File: src/rtl/counter_pkg.sv
// rtl/counter_pkg.sv - shared state encoding and direction constants for the counter sequencer
//
// Purpose: common types used by counter_sequencer and updown_counter.
// Contents:
//   state_t  - sequencer states IDLE, LOAD, RUN, DONE
//   DIR_UP   - count direction code for increment (0)
//   DIR_DOWN - count direction code for decrement (1)
package counter_pkg;

    typedef enum logic [1:0] {
        ST_IDLE = 2'd0,
        ST_LOAD = 2'd1,
        ST_RUN  = 2'd2,
        ST_DONE = 2'd3
    } state_t;

    localparam logic DIR_UP   = 1'b0;
    localparam logic DIR_DOWN = 1'b1;

endpackage

File: src/rtl/updown_counter.sv
// rtl/updown_counter.sv - loadable up/down modulo-2^WIDTH counter
//
// Purpose: count datapath for the sequencer.
// Ports:
//   clk    in  1      clock, rising edge
//   rst    in  1      synchronous active-high reset, clears the count
//   en     in  1      step the count by one in direction dir
//   ld     in  1      load ld_val (wins over en)
//   ld_val in  WIDTH  value to load
//   dir    in  1      DIR_UP increments, DIR_DOWN decrements
//   q      out WIDTH  current count
module updown_counter
    import counter_pkg::*;
#(
    parameter int WIDTH = 8
) (
    input  logic             clk,
    input  logic             rst,
    input  logic             en,
    input  logic             ld,
    input  logic [WIDTH-1:0] ld_val,
    input  logic             dir,
    output logic [WIDTH-1:0] q
);

    localparam logic [WIDTH-1:0] ONE = {{(WIDTH-1){1'b0}}, 1'b1};

    // Natural wrap of the WIDTH-bit adder gives the modulo behaviour.
    always_ff @(posedge clk) begin
        if (rst) begin
            q <= '0;
        end else if (ld) begin
            q <= ld_val;
        end else if (en) begin
            if (dir == DIR_DOWN) begin
                q <= q - ONE;
            end else begin
                q <= q + ONE;
            end
        end
    end

endmodule

File: src/rtl/counter_sequencer.sv
// rtl/counter_sequencer.sv - command-driven multi-pass up/down count sequencer
//
// Purpose: accepts one command (start, end, direction, repeat count), then
// counts from start to end (modulo 2^WIDTH) for reps+1 passes and pulses done.
// Ports:
//   clk       in  1          clock, rising edge
//   rst       in  1          synchronous active-high reset
//   cmd_valid in  1          command offered
//   cmd_ready out 1          high only in IDLE
//   cmd_start in  WIDTH      first value of each pass
//   cmd_end   in  WIDTH      terminal value of each pass
//   cmd_dir   in  1          0 = increment, 1 = decrement
//   cmd_reps  in  REP_WIDTH  number of passes minus one
//   hold      in  1          freezes the sequence while high
//   abort     in  1          cancels the current command (ignored in IDLE)
//   cnt_val   out WIDTH      current count
//   pass_idx  out REP_WIDTH  current pass index
//   tick      out 1          RUN cycle with hold low
//   busy      out 1          any state other than IDLE
//   done      out 1          single-cycle completion pulse
module counter_sequencer
    import counter_pkg::*;
#(
    parameter int WIDTH     = 8,
    parameter int REP_WIDTH = 4
) (
    input  logic                 clk,
    input  logic                 rst,
    input  logic                 cmd_valid,
    output logic                 cmd_ready,
    input  logic [WIDTH-1:0]     cmd_start,
    input  logic [WIDTH-1:0]     cmd_end,
    input  logic                 cmd_dir,
    input  logic [REP_WIDTH-1:0] cmd_reps,
    input  logic                 hold,
    input  logic                 abort,
    output logic [WIDTH-1:0]     cnt_val,
    output logic [REP_WIDTH-1:0] pass_idx,
    output logic                 tick,
    output logic                 busy,
    output logic                 done
);

    localparam logic [REP_WIDTH-1:0] REP_ONE = {{(REP_WIDTH-1){1'b0}}, 1'b1};

    state_t               state;
    logic [WIDTH-1:0]     start_r;
    logic [WIDTH-1:0]     end_r;
    logic                 dir_r;
    logic [REP_WIDTH-1:0] reps_r;

    logic at_end;
    logic last_pass;
    logic run_step;
    logic cnt_en;
    logic cnt_ld;

    assign at_end    = (cnt_val == end_r);
    assign last_pass = (pass_idx == reps_r);

    // A RUN cycle that is allowed to advance: not frozen and not being cancelled.
    assign run_step  = (state == ST_RUN) && !hold && !abort;

    assign cnt_en = run_step && !at_end;
    // Load start on entry to a command and on each pass rollover; an abort
    // suppresses both so the count keeps its value on cancellation.
    assign cnt_ld = ((state == ST_LOAD) && !abort) ||
                    (run_step && at_end && !last_pass);

    updown_counter #(
        .WIDTH (WIDTH)
    ) u_counter (
        .clk    (clk),
        .rst    (rst),
        .en     (cnt_en),
        .ld     (cnt_ld),
        .ld_val (start_r),
        .dir    (dir_r),
        .q      (cnt_val)
    );

    always_ff @(posedge clk) begin
        if (rst) begin
            state    <= ST_IDLE;
            start_r  <= '0;
            end_r    <= '0;
            dir_r    <= DIR_UP;
            reps_r   <= '0;
            pass_idx <= '0;
        end else begin
            case (state)
                ST_IDLE: begin
                    // abort has no meaning here and must not block acceptance.
                    if (cmd_valid) begin
                        start_r <= cmd_start;
                        end_r   <= cmd_end;
                        dir_r   <= cmd_dir;
                        reps_r  <= cmd_reps;
                        state   <= ST_LOAD;
                    end
                end
                ST_LOAD: begin
                    if (abort) begin
                        state <= ST_IDLE;
                    end else begin
                        pass_idx <= '0;
                        state    <= ST_RUN;
                    end
                end
                ST_RUN: begin
                    if (abort) begin
                        state <= ST_IDLE;
                    end else if (!hold && at_end) begin
                        if (last_pass) begin
                            state <= ST_DONE;
                        end else begin
                            pass_idx <= pass_idx + REP_ONE;
                        end
                    end
                end
                ST_DONE: begin
                    state <= ST_IDLE;
                end
                default: begin
                    state <= ST_IDLE;
                end
            endcase
        end
    end

    // Pure decodes of the state register, so they change only at clock edges;
    // tick additionally follows the live hold input.
    assign cmd_ready = (state == ST_IDLE);
    assign busy      = (state != ST_IDLE);
    assign done      = (state == ST_DONE);
    assign tick      = (state == ST_RUN) && !hold;

endmodule

File: config.mk
export PLATFORM = sky130hd
export DESIGN_NAME = counter_sequencer
export DESIGN_NICKNAME = d
export VERILOG_FILES = /design/src/rtl/counter_pkg.sv /design/src/rtl/updown_counter.sv /design/src/rtl/counter_sequencer.sv
export SDC_FILE = /design/constraint.sdc
export NUM_CORES = 1
export LEC_CHECK = 0
export CAP_MARGIN = 20
export CORE_MARGIN = 3
export CORE_UTILIZATION = 55
export CTS_BUF_LIST = sky130_fd_sc_hd__clkbuf_4
export DETAILED_ROUTE_END_ITERATION = 10
export PLACE_DENSITY_LB_ADDON = 0.05
export SLEW_MARGIN = 10
export SYNTH_ARGS = -nofsm -noshare
export SYNTH_HDL_FRONTEND = slang
export SYNTH_SLANG_ARGS = --single-unit
File: constraint.sdc
create_clock -name clk -period 3 [get_ports clk]
set_clock_uncertainty 0.2 [all_clocks]
set_input_delay 0.6 -clock clk [delete_from_list [all_inputs] [get_ports clk]]
set_output_delay 0.6 -clock clk [all_outputs]
set_load 0.01 [all_outputs]
==> results.md <==
- CP max stage delay: 0.56 ns
- Setup TNS: 0 ns
- Hold Vio Cnt, Final: 0
- Worst-Skew Late Latency: 0.34 ns
- Share of layout cells above drive strength 1: 11.4%
- Lkg Pwr: slightly above 0.0009 uW
- CTS Hold Buffers Added: 0
- Reg2Reg Setup Slack: 0.78 ns
- Synth top area share: 36.7%
- Reg2reg path depth: 6
- Crit. End Element: output port
- Final instance area: approximately 2400 um2
- Slew @ Worst Pin: approximately 0.63 ns
- Critical Path RT: 2.20 ns
- Count leader, synth: nand2_1
- Die Span X: 64.9 um
- Area Overhead vs Synth: 26.8%
- Via count: 1687
- H-tree depth: 2
- Worst Setup SP: hold
- Rows: 20
- Hold Crit Class: flop to flop
- Initial core utilization: 60.1%
- RR Startpoint: dir_r
- Run status: finished, final reports clean
- Synth cell count leaders: nand2_1 (50), dfxtp_1 (35), a21oi_1 (25), xnor2_1 (13), nor2_1 (9)
- Critical-path cell with the highest stage delay: clkdlybuf4s50_1
- CTS sink cnt: 35
- Root Buffer: clkbuf_4
- Final nets: 304
- ANT nets after route: 0
- Setup Fix Bufs, Post-CTS: 0
- Placed cell areas: about 2400 um2
- CP Buf/Inv Count: 2
- Clock tree buffer depth: 2
- Clock period minus worst slack: 2.64 ns
- Post-synth EDFFs: 0
- Power, Total: 933 uW
- WP data arrival: 1.84 ns
- Vias in the first global route: 1561
- Critical Path End: tick
- Net Count, Synth: 260
- Crit Path Max Fanout: 3
- RSZ-0062 raised after global routing: false
- DRC errors left: 0
- Total of max-cap violations: 0
- Largest net degree at the start of global routing: 23
- Worst r2r dst: u_counter.q[7]
- Area leader, netlist: dfxtp_1
- Crit path kind: input port to output port
- Tot GR Track Use: 22.7%
- Core Region: 3180 um2
- CTS tree: built
- Crit-path most repeated cell: clkdlybuf4s50_1
- Mapped Area: 1910 um2
- Synth async-reset ratio: 0%
- Final Core Density: 76.3%
- Antenna violations before repair: 0
- Global route overflow: 0
- Cts bufs inserted: 5
- Final period util: 88.1%
- Final setup violating endpoints: 0
- Pre-antenna DRT Iters: 4
- Vias/cell: approximately 5.4
- CP Cell Sequence: clkdlybuf4s50_1 > nor3b_1 > clkdlybuf4s50_1
- Max_slew headroom: 57.6%
- Delay-heaviest family, CP: buffers and inverters
- Critical Path Start Type: input port
- Die Area: approximately 4200 um2
- Place WS: 0.316 ns
- Die height: 64.9 um
- Post-CTS resize count: 0
- Synth Flop Type: dfxtp_1
- Syn Area/Cell: around 8.5 um2
- Fmax achieved: 379 MHz
- Synthesis-stage register bit count: 35
- Critical Path Stages: 3
- Ys Warns: 0
- Synth top area cells: dfxtp_1 (37%), nand2_1 (9.8%), a21oi_1 (6.5%), xnor2_1 (6.0%), ha_1 (4.6%)
- Initial drt markers: 79
- Library cells used by synthesis: 45
- Routed Wire Length: 4.32 mm
- Reg clk slew, reported paths: 0.11 ns
- Port Buffer Count: 41
- Final worst slack: 0.358 ns
- Pwr dens: slightly below 400 nW/um2
- Post-synthesis sequential area ratio: 36.7%
- Slew Limit Fails: 0
- Avg WL per Cell: 13.7 um
- VDD IR-drop max: 0.367 mV
- Cells after Synth: around 230
- Layout fillers: 260
- Final antenna diode count: 0
- First-pass GRT wire length: 7.34 mm
- IO Count: 42
- Placer Congestion: about 0.86
- Hpwl dp: 3.31 mm
## tightest hold or removal path, cell delays in order (launching register included)
cell	delay, ns
dfxtp_1	0.33
nand2_1	0.05
a21oi_1	0.05
## routing by layer
| layer | track usage, % | wire length (um) |
|---|---|---|
| met1 | 30.4 | 2090 |
| met2 | 35.8 | 1960 |
| met3 | 6.59 | 222 |
| met4 | 5.54 | 47 |
| met5 | 0 | 0 |
## final cells by class
type | instances | area [um2] | share of cell area [%]
clock buffer | 5 | 37.5 | 1.55
tap | 44 | 55.1 | 2.27
clock inverter | 3 | 20.0 | 0.826
timing repair buffer | 49 | 470 | 19.4
inverter | 8 | 30.0 | 1.24
multi-input combinational | 171 | 1110 | 45.8
sequential | 35 | 701 | 28.9
## logic make-up after synthesis
kind of cell	share of synthesized area [%]
AO/OA/AOI/OAI	17.2
multiplexers	2.16
adder cells (fa/ha/maj)	5.63
flip-flops	36.7
AND/OR/NAND/NOR	24.4
XOR/XNOR	8.71
buffers and inverters	5.24
## flip-flops by register name, summed over array words and instances (netlist names)
register	flops
state	2
start_r	8
pass_idx	4
dir_r	1
end_r	8
reps_r	4
u_counter.q	8
## layout by cell type (no fill, tap or decap), types with 4 or more instances in the layout
cell and count:
xor2_1 6, clkdlybuf4s50_1 41, buf_4 8, xnor2_1 13
a21oi_1 25, nor3_1 7, clkbuf_4 5, nand3_1 6
nor2_1 9, ha_1 7, a221o_2 4, inv_1 8
nand2_1 50, dfxtp_1 35
## where the power goes
| part | internal, uW | total, uW | switching, uW |
|---|---|---|---|
| clock network | 89.4 | 258 | 168 |
| logic | 85.5 | 167 | 81.4 |
| registers | 486 | 509 | 22.3 |
| total | 661 | 933 | 272 |
## through the flow
stage	instances	hold slack [ns]
after floorplan	226	0.232
after global placement	307	0.246
after detailed placement	307	0.250
after CTS	315	0.265
after global routing	315	0.297
final	315	0.262
## worst min-delay path by stage
stage / startpoint / end / slack, ns / cells after the start
2_1_floorplan: start_r[7] / start_r[7] / 0.23 / 2
3_3_place_gp: start_r[7] / start_r[7] / 0.25 / 2
3_5_place_dp: start_r[0] / start_r[0] / 0.25 / 2
4_1_cts: start_r[0] / start_r[0] / 0.26 / 2
5_1_grt: start_r[6] / start_r[6] / 0.30 / 2
6_report: start_r[0] / start_r[0] / 0.26 / 2
Power figures use the tool's default switching activity.
